<file path="src/rtl/key_debounce_filter_if.sv">
// Key pin / debounced-output bundle for key_debounce_filter.
// master drives the raw key level; slave is the debouncer itself.
interface key_debounce_filter_if;
    logic key_in;
    logic key_flag;
    logic key_state;

    modport master (
        output key_in,
        input  key_flag,
        input  key_state
    );

    modport slave (
        input  key_in,
        output key_flag,
        output key_state
    );
endinterface

</file>
<file path="src/rtl/key_debounce_filter.sv">
// Active-low push-button debouncer with a one-cycle event flag and a debounced level.
// Define KEY_FILTER_PRESS_ONLY_EN to suppress the flag on confirmed releases.
module key_debounce_filter #(
    parameter int unsigned CNT_MAX = 999_999,
    parameter int unsigned CNT_W   = 20
) (
    input  logic                 Clk,
    input  logic                 Rst,
    key_debounce_filter_if.slave key_bus
);

    typedef enum logic [1:0] {
        IDLE    = 2'b00,
        FILTER0 = 2'b01,
        DOWN    = 2'b10,
        FILTER1 = 2'b11
    } state_e;

    localparam logic [CNT_W-1:0] CNT_LAST = CNT_W'(CNT_MAX);

    state_e           state_q, state_d;
    logic [CNT_W-1:0] cnt_q, cnt_d;
    logic [2:0]       sync_q, sync_d;
    logic             key_flag_q, key_flag_d;
    logic             key_state_q, key_state_d;
    logic             nedge;
    logic             pedge;
    logic             cnt_done;

    // sync_q[0]/[1] are the metastability pair, sync_q[2] is the delayed copy for edge detection
    always_comb begin
        sync_d = {sync_q[1:0], key_bus.key_in};
    end

    assign nedge    =  sync_q[2] & ~sync_q[1];
    assign pedge    = ~sync_q[2] &  sync_q[1];
    assign cnt_done = (cnt_q == CNT_LAST);

    always_ff @(posedge Clk) begin
        if (Rst) begin
            sync_q      <= 3'b111;
            state_q     <= IDLE;
            cnt_q       <= '0;
            key_flag_q  <= 1'b0;
            key_state_q <= 1'b1;
        end else begin
            sync_q      <= sync_d;
            state_q     <= state_d;
            cnt_q       <= cnt_d;
            key_flag_q  <= key_flag_d;
            key_state_q <= key_state_d;
        end
    end

    always_comb begin
        state_d = state_q;
        case (state_q)
            IDLE: begin
                if (nedge) state_d = FILTER0;
            end
            FILTER0: begin
                if (pedge)         state_d = IDLE;
                else if (cnt_done) state_d = DOWN;
            end
            DOWN: begin
                if (pedge) state_d = FILTER1;
            end
            FILTER1: begin
                if (nedge)         state_d = DOWN;
                else if (cnt_done) state_d = IDLE;
            end
            default: state_d = IDLE;
        endcase
    end

    // An edge in the same cycle as the final count wins, so late bounces are still rejected
    always_comb begin
        cnt_d       = '0;
        key_flag_d  = 1'b0;
        key_state_d = key_state_q;
        case (state_q)
            IDLE, DOWN: begin
                cnt_d = '0;
            end
            FILTER0: begin
                if (!pedge) begin
                    if (cnt_done) begin
                        key_flag_d  = 1'b1;
                        key_state_d = 1'b0;
                    end else begin
                        cnt_d = cnt_q + 1'b1;
                    end
                end
            end
            FILTER1: begin
                if (!nedge) begin
                    if (cnt_done) begin
`ifdef KEY_FILTER_PRESS_ONLY_EN
                        key_flag_d  = 1'b0;
`else
                        key_flag_d  = 1'b1;
`endif
                        key_state_d = 1'b1;
                    end else begin
                        cnt_d = cnt_q + 1'b1;
                    end
                end
            end
            default: begin
                key_state_d = 1'b1;
            end
        endcase
    end

    assign key_bus.key_flag  = key_flag_q;
    assign key_bus.key_state = key_state_q;

endmodule

</file>
<file path="src/flat_wrapper.sv">
// flat-port wrapper written by rule: the top's interface ports become plain ports
module key_debounce_filter_flat 
#(
    parameter int unsigned CNT_MAX = 999_999,
    parameter int unsigned CNT_W   = 20
)
  (Clk, Rst, key_bus_key_in, key_bus_key_flag, key_bus_key_state);
  key_debounce_filter_if key_bus_i ();
  input  logic Clk;
  input  logic Rst;
  input wire logic [$bits(key_bus_i.key_in)-1:0] key_bus_key_in;
  output wire logic [$bits(key_bus_i.key_flag)-1:0] key_bus_key_flag;
  output wire logic [$bits(key_bus_i.key_state)-1:0] key_bus_key_state;
  assign key_bus_i.key_in = key_bus_key_in;
  assign key_bus_key_flag = key_bus_i.key_flag;
  assign key_bus_key_state = key_bus_i.key_state;
  key_debounce_filter #(.CNT_MAX(CNT_MAX), .CNT_W(CNT_W)) u_core (.Clk(Clk), .Rst(Rst), .key_bus(key_bus_i));
endmodule
</file>
<file path="config.mk">
export PLATFORM = sky130hd
export DESIGN_NAME = key_debounce_filter_flat
export DESIGN_NICKNAME = d
export VERILOG_FILES = /design/src/rtl/key_debounce_filter_if.sv /design/src/rtl/key_debounce_filter.sv /design/src/flat_wrapper.sv
export SDC_FILE = /design/constraint.sdc
export NUM_CORES = 1
export LEC_CHECK = 0
export CAP_MARGIN = 20
export CORE_MARGIN = 8
export CORE_UTILIZATION = 50
export CTS_CLUSTER_DIAMETER = 200
export DETAILED_ROUTE_END_ITERATION = 10
export PLACE_DENSITY = 0.73
export SYNTH_ARGS = -nofsm -noshare
export SYNTH_HDL_FRONTEND = slang
export SYNTH_SLANG_ARGS = --single-unit
</file>
<file path="constraint.sdc">
create_clock -name Clk -period 2.2 [get_ports Clk]
set_input_delay 0.44 -clock Clk [delete_from_list [all_inputs] [get_ports Clk]]
set_output_delay 0.44 -clock Clk [all_outputs]
set_load 0.03 [all_outputs]
</file>
# --- Word-level counts from Yosys, hierarchy flattened ---
# Index checks and enable logic that the tools add are counted.
word_totals:
  register_bits: 27
op_classes:
  n_bitwise: 4
  n_addsub: 1
  reduce_logical: 5
  eq_ne: 12
  mux: 20
ops:
  columns: ["op", "count"]
  rows:
  - ["$mux W20", 3]
  - ["$pmux W20 S3", 1]
  - ["$add A20 B1 Y20 const B", 1]
  - ["$eq A20 B20 Y1 const B", 1]
  - ["$mux W2", 6]
  - ["$ne A2 B1 Y1 const B", 4]
  - ["$pmux W2 S4", 1]
  - ["$mux W1", 7]
  - ["$ne A3 B1 Y1 const B", 2]
  - ["$reduce_and A5 Y1", 1]
  - ["$eq A2 B2 Y1 const B", 2]
  - ["$ne A2 B2 Y1 const B", 2]
  - ["$pmux W1 S2", 2]
  - ["$reduce_and A4 Y1", 1]
  - ["$and A1 B1 Y1", 2]
  - ["$eq A2 B1 Y1 const B", 1]
  - ["$logic_not A2 Y1", 1]
  - ["$not A1 Y1", 2]
  - ["$reduce_bool A2 Y1", 1]
  - ["$reduce_or A2 Y1", 1]

# --- Logic depth before layout (Yosys ltp) ---
depth:
  word_depth: 4
  ltp_mapped: 6
  ltp_nobuf: 5

# --- Least setup slack after synthesis ---
# No wires, ideal clock.
synth_path:
  path_kind: "flip-flop to flip-flop"
  start: "register u_core.cnt_q[0]"
  end: "register u_core.cnt_q[18]"
  stages_incl_launch_ff: 6
  path_slack_ns: 0.284
  period_less_slack_ns: 1.916
  arrival_time_ns: 1.845
  setup_ns: 0.071
  path_cell_list: "dfxtp_1 -> ha_1 -> and2_1 -> or4b_4 -> or4_1 -> a21oi_1"
synth_between:
  elab_chain_cells: 4
synth_rtl:
  columns: ["item", "line", "rtl"]
  rows:
  - ["from (decl)", "key_debounce_filter.sv:22", "logic [CNT_W-1:0] cnt_q, cnt_d;"]
  - ["from (signal assigned)", "key_debounce_filter.sv:49", "cnt_q <= cnt_d;"]
  - ["$add A20 B1 Y20 or $eq A20 B20 Y1 (tied branches)", "key_debounce_filter.sv:91, key_debounce_filter.sv:105, key_debounce_filter.sv:37", null]
  - ["$mux W20 *", "key_debounce_filter.sv:87, key_debounce_filter.sv:97", null]
  - ["$mux W20, on equally long branches", "key_debounce_filter.sv:96, key_debounce_filter.sv:86", null]
  - ["$pmux W20 S3 *", "key_debounce_filter.sv:81", "case (state_q)"]
# Every way passes the cells marked *; elsewhere a longest branch is shown, timed or not.
# A chain may end at the register's enable or synchronous reset.

# --- Worst setup path after layout ---
# Same ends and word-level chain as after synthesis.

==> impl_metrics.ini <==
[clock_tree]
cts_buffer_depth = 2
post_cts_buffers = 0
root_buffer = clkbuf_4
cts_sinks = 27
cts_resized = 0
postCtsHoldBufs = 0
h-tree-depth = 1
cts_inserted_buffers = 3
cts_tree = yes
cts.clk_slew.worst_paths_ns = 0.13
insertion_delay_ns = 0.31

[route]
routed_wl_um = 2110
ant_nets = 0
vias = 989
drtIter0Drc = 35
vias_per_cell = 5.65
avgRoutedWirePerCell_um = 12.1
first_pass_iters = 4
drc = 0

[setup_path]
crit_chain = ha_1, and2_1, or4b_4, or4_1, a21oi_1
rr_worst_depth = 5
r2r_slack_ns = 0.23
critPathLaunchType = register
end_kind = register
r2r-end = u_core.cnt_q[18]
worstPathRequired_ns = 2.45
path_delay_family = simple AND/OR/NAND/NOR gates
timing.rr.start = u_core.cnt_q[0]
crit_slowest_cell = or4b_4
path_max_fanout = 6
crit_start = u_core.cnt_q[0]
cp.depth = 5
crit_buf_inv = 0
criticalPathCategory = reg2reg
slowest_delay_ns = 0.50
critPathArrivalTime_ns = 2.23

[logic_synthesis]
synth_ff_type = dfxtp_1
yosysWarningCount = 0
yosysTopAreaCell = dfxtp_1
async_flop_share_pct = 0
yosysSeqAreaShare_pct = 43.9
synth.distinct_cells = 37
synth.avg_cell_area_um2 = 8.85
synth_seq_cells = 27
synth_area_leaders = dfxtp_1 44%, xor2_1 5.0%, nor2_1 4.9%
syn_inst = 139
synth_top_area_share_pct = 43.9
syn_nets = 143
synth-edff-count = 0
syn-cell-area_um2 = 1230

[cells_and_area]
areaGrowthSynthToFinish_pct = 8.44
instances_no_fill = 175
multiInputGateArea_um2 = 644
num_antenna_cells = 0
fillCellCount = 224
register_area_um2 = 541
drive_above_1_share_pct = 11.0
fin_nets = 150

[global_route]
grt_pass1_vias = 870
track_usage_pct = 10.7
overflow = 0
grt_pass1_wl_um = 3680
grt_max_degree = 21
antenna_found_initial = 0

[power]
p_total_uw = 714
leakage_uw = 0.000423
vdd_drop_max_mv = 0.360
power.density_nw_per_um2 = 535

[sta]
period_share_pct = 89.6
timing.final.ws_setup_ns = 0.228
max_freq_mhz = 507
whs_ns = 0.428
slew_violations = 0
setup_viol = 0
tightestPinTransition_ns = 0.611
hold_viol_final = 0
relSlewSlack_pct = 58.9
setup_tns_ns = 0
rsz0062_at_grt = false
clock_skew_ns = 0.000891
period_needed_ns = 1.97

[placed_design]
io_buffers = 4
dp_hpwl_um = 1550
place_congestion = 0.813
pre_cts_ws_ns = 0.257
placed_cells = 171

[flow_run]
cap_violations = 0

[worst_hold_path]
holdPathEnd = u_core.sync_q[1]
worstHoldStart = u_core.sync_q[0]
hold-path-cell-count = 1
hold_path_class = reg2reg

[floorplanning]
die_x_um = 65.6
fp.coreArea_um2 = 2410
die_h_um = 65.6
initial_core_util_pct = 51.0
die_area_um2 = 4300
fp-row-count = 18
ios = 5

[status]
status = completed
-- sequential cells by signal, indices dropped and copies added (netlist names) --
signal,flops
u_core.sync_q,3
u_core.key_bus.key_flag,1
u_core.key_bus.key_state,1
u_core.cnt_q,20
u_core.state_q,2
-- cell usage in the layout, fill, tap and decap left out, types with 3 or more instances in the layout --
cell type        count
a21oi_1              9
xnor2_1              5
nor2_1              16
or2_2                3
o31ai_1              3
dfxtp_1             27
a31o_2               3
and3_1               4
clkbuf_4             3
nand3_1              8
o21ai_0              3
inv_1                8
nand4_1              5
xor2_1               7
nand2_1              5
clkdlybuf4s50_1      4
-- report_power, final --
group	total [uW]	internal, uW	switching [uW]
logic	17.5	8.81	8.72
registers	496	493	3.50
clock network	200	70.8	129
total	714	572	142
-- cell usage after synthesis (3+ instances only) --
cell type	count
a21oi_1	9
a31o_2	3
and3_1	4
clkbuf_1	4
dfxtp_1	27
inv_1	8
nand2_1	5
nand3_1	8
nand4_1	5
nor2_1	16
o21ai_0	3
o31ai_1	3
or2_2	3
xnor2_1	5
xor2_1	7
-- per-layer routing --
| layer | vias to the layer above | routed length (um) | GRT usage [%] |
|---|---|---|---|
| li1 | 507 | - | - |
| met1 | 474 | 1080 | 13.5 |
| met2 | 6 | 976 | 16.6 |
| met3 | 2 | 46 | 2.72 |
| met4 | 0 | 12 | 4.90 |
| met5 | - | 0 | 0 |
-- metrics by stage --
step | instance area [um^2] | util (%)
6_report | 1330 | 55.3
3_5_place_dp | 1310 | 54.3
4_1_cts | 1330 | 55.3
5_1_grt | 1330 | 55.3
3_3_place_gp | 1310 | 54.3
2_1_floorplan | 1230 | -
-- final cells by class --
| class | instances | area share (%) |
|---|---|---|
| inverters | 8 | 2.25 |
| multi-input cells | 100 | 48.3 |
| flip-flops and latches | 27 | 40.5 |
| repair buffers | 6 | 4.13 |
| clock buffers | 4 | 1.97 |
| well taps | 30 | 2.81 |
-- cell families (layout without fill, tap and decap cells) --
family	after synthesis	count (layout)	share of synthesized area (%)
and+or+nand+nor	62	62	29.1
DFF	27	27	43.9
AOI/OAI and AO/OA	25	25	13.7
xor gates and xnor gates	12	12	8.55
buffers and inverters	12	18	3.66
adders and majority gates	1	1	1.02
-- worst max path at each step --
stage                             to  slack, ns
finish              u_core.cnt_q[18]       0.23
global route        u_core.cnt_q[18]       0.10
CTS                 u_core.cnt_q[18]       0.23
detailed placement  u_core.cnt_q[18]       0.26
global placement    u_core.cnt_q[18]       0.32
floorplan           u_core.cnt_q[18]       0.28
No activity file was read; power rests on OpenSTA's default activity.
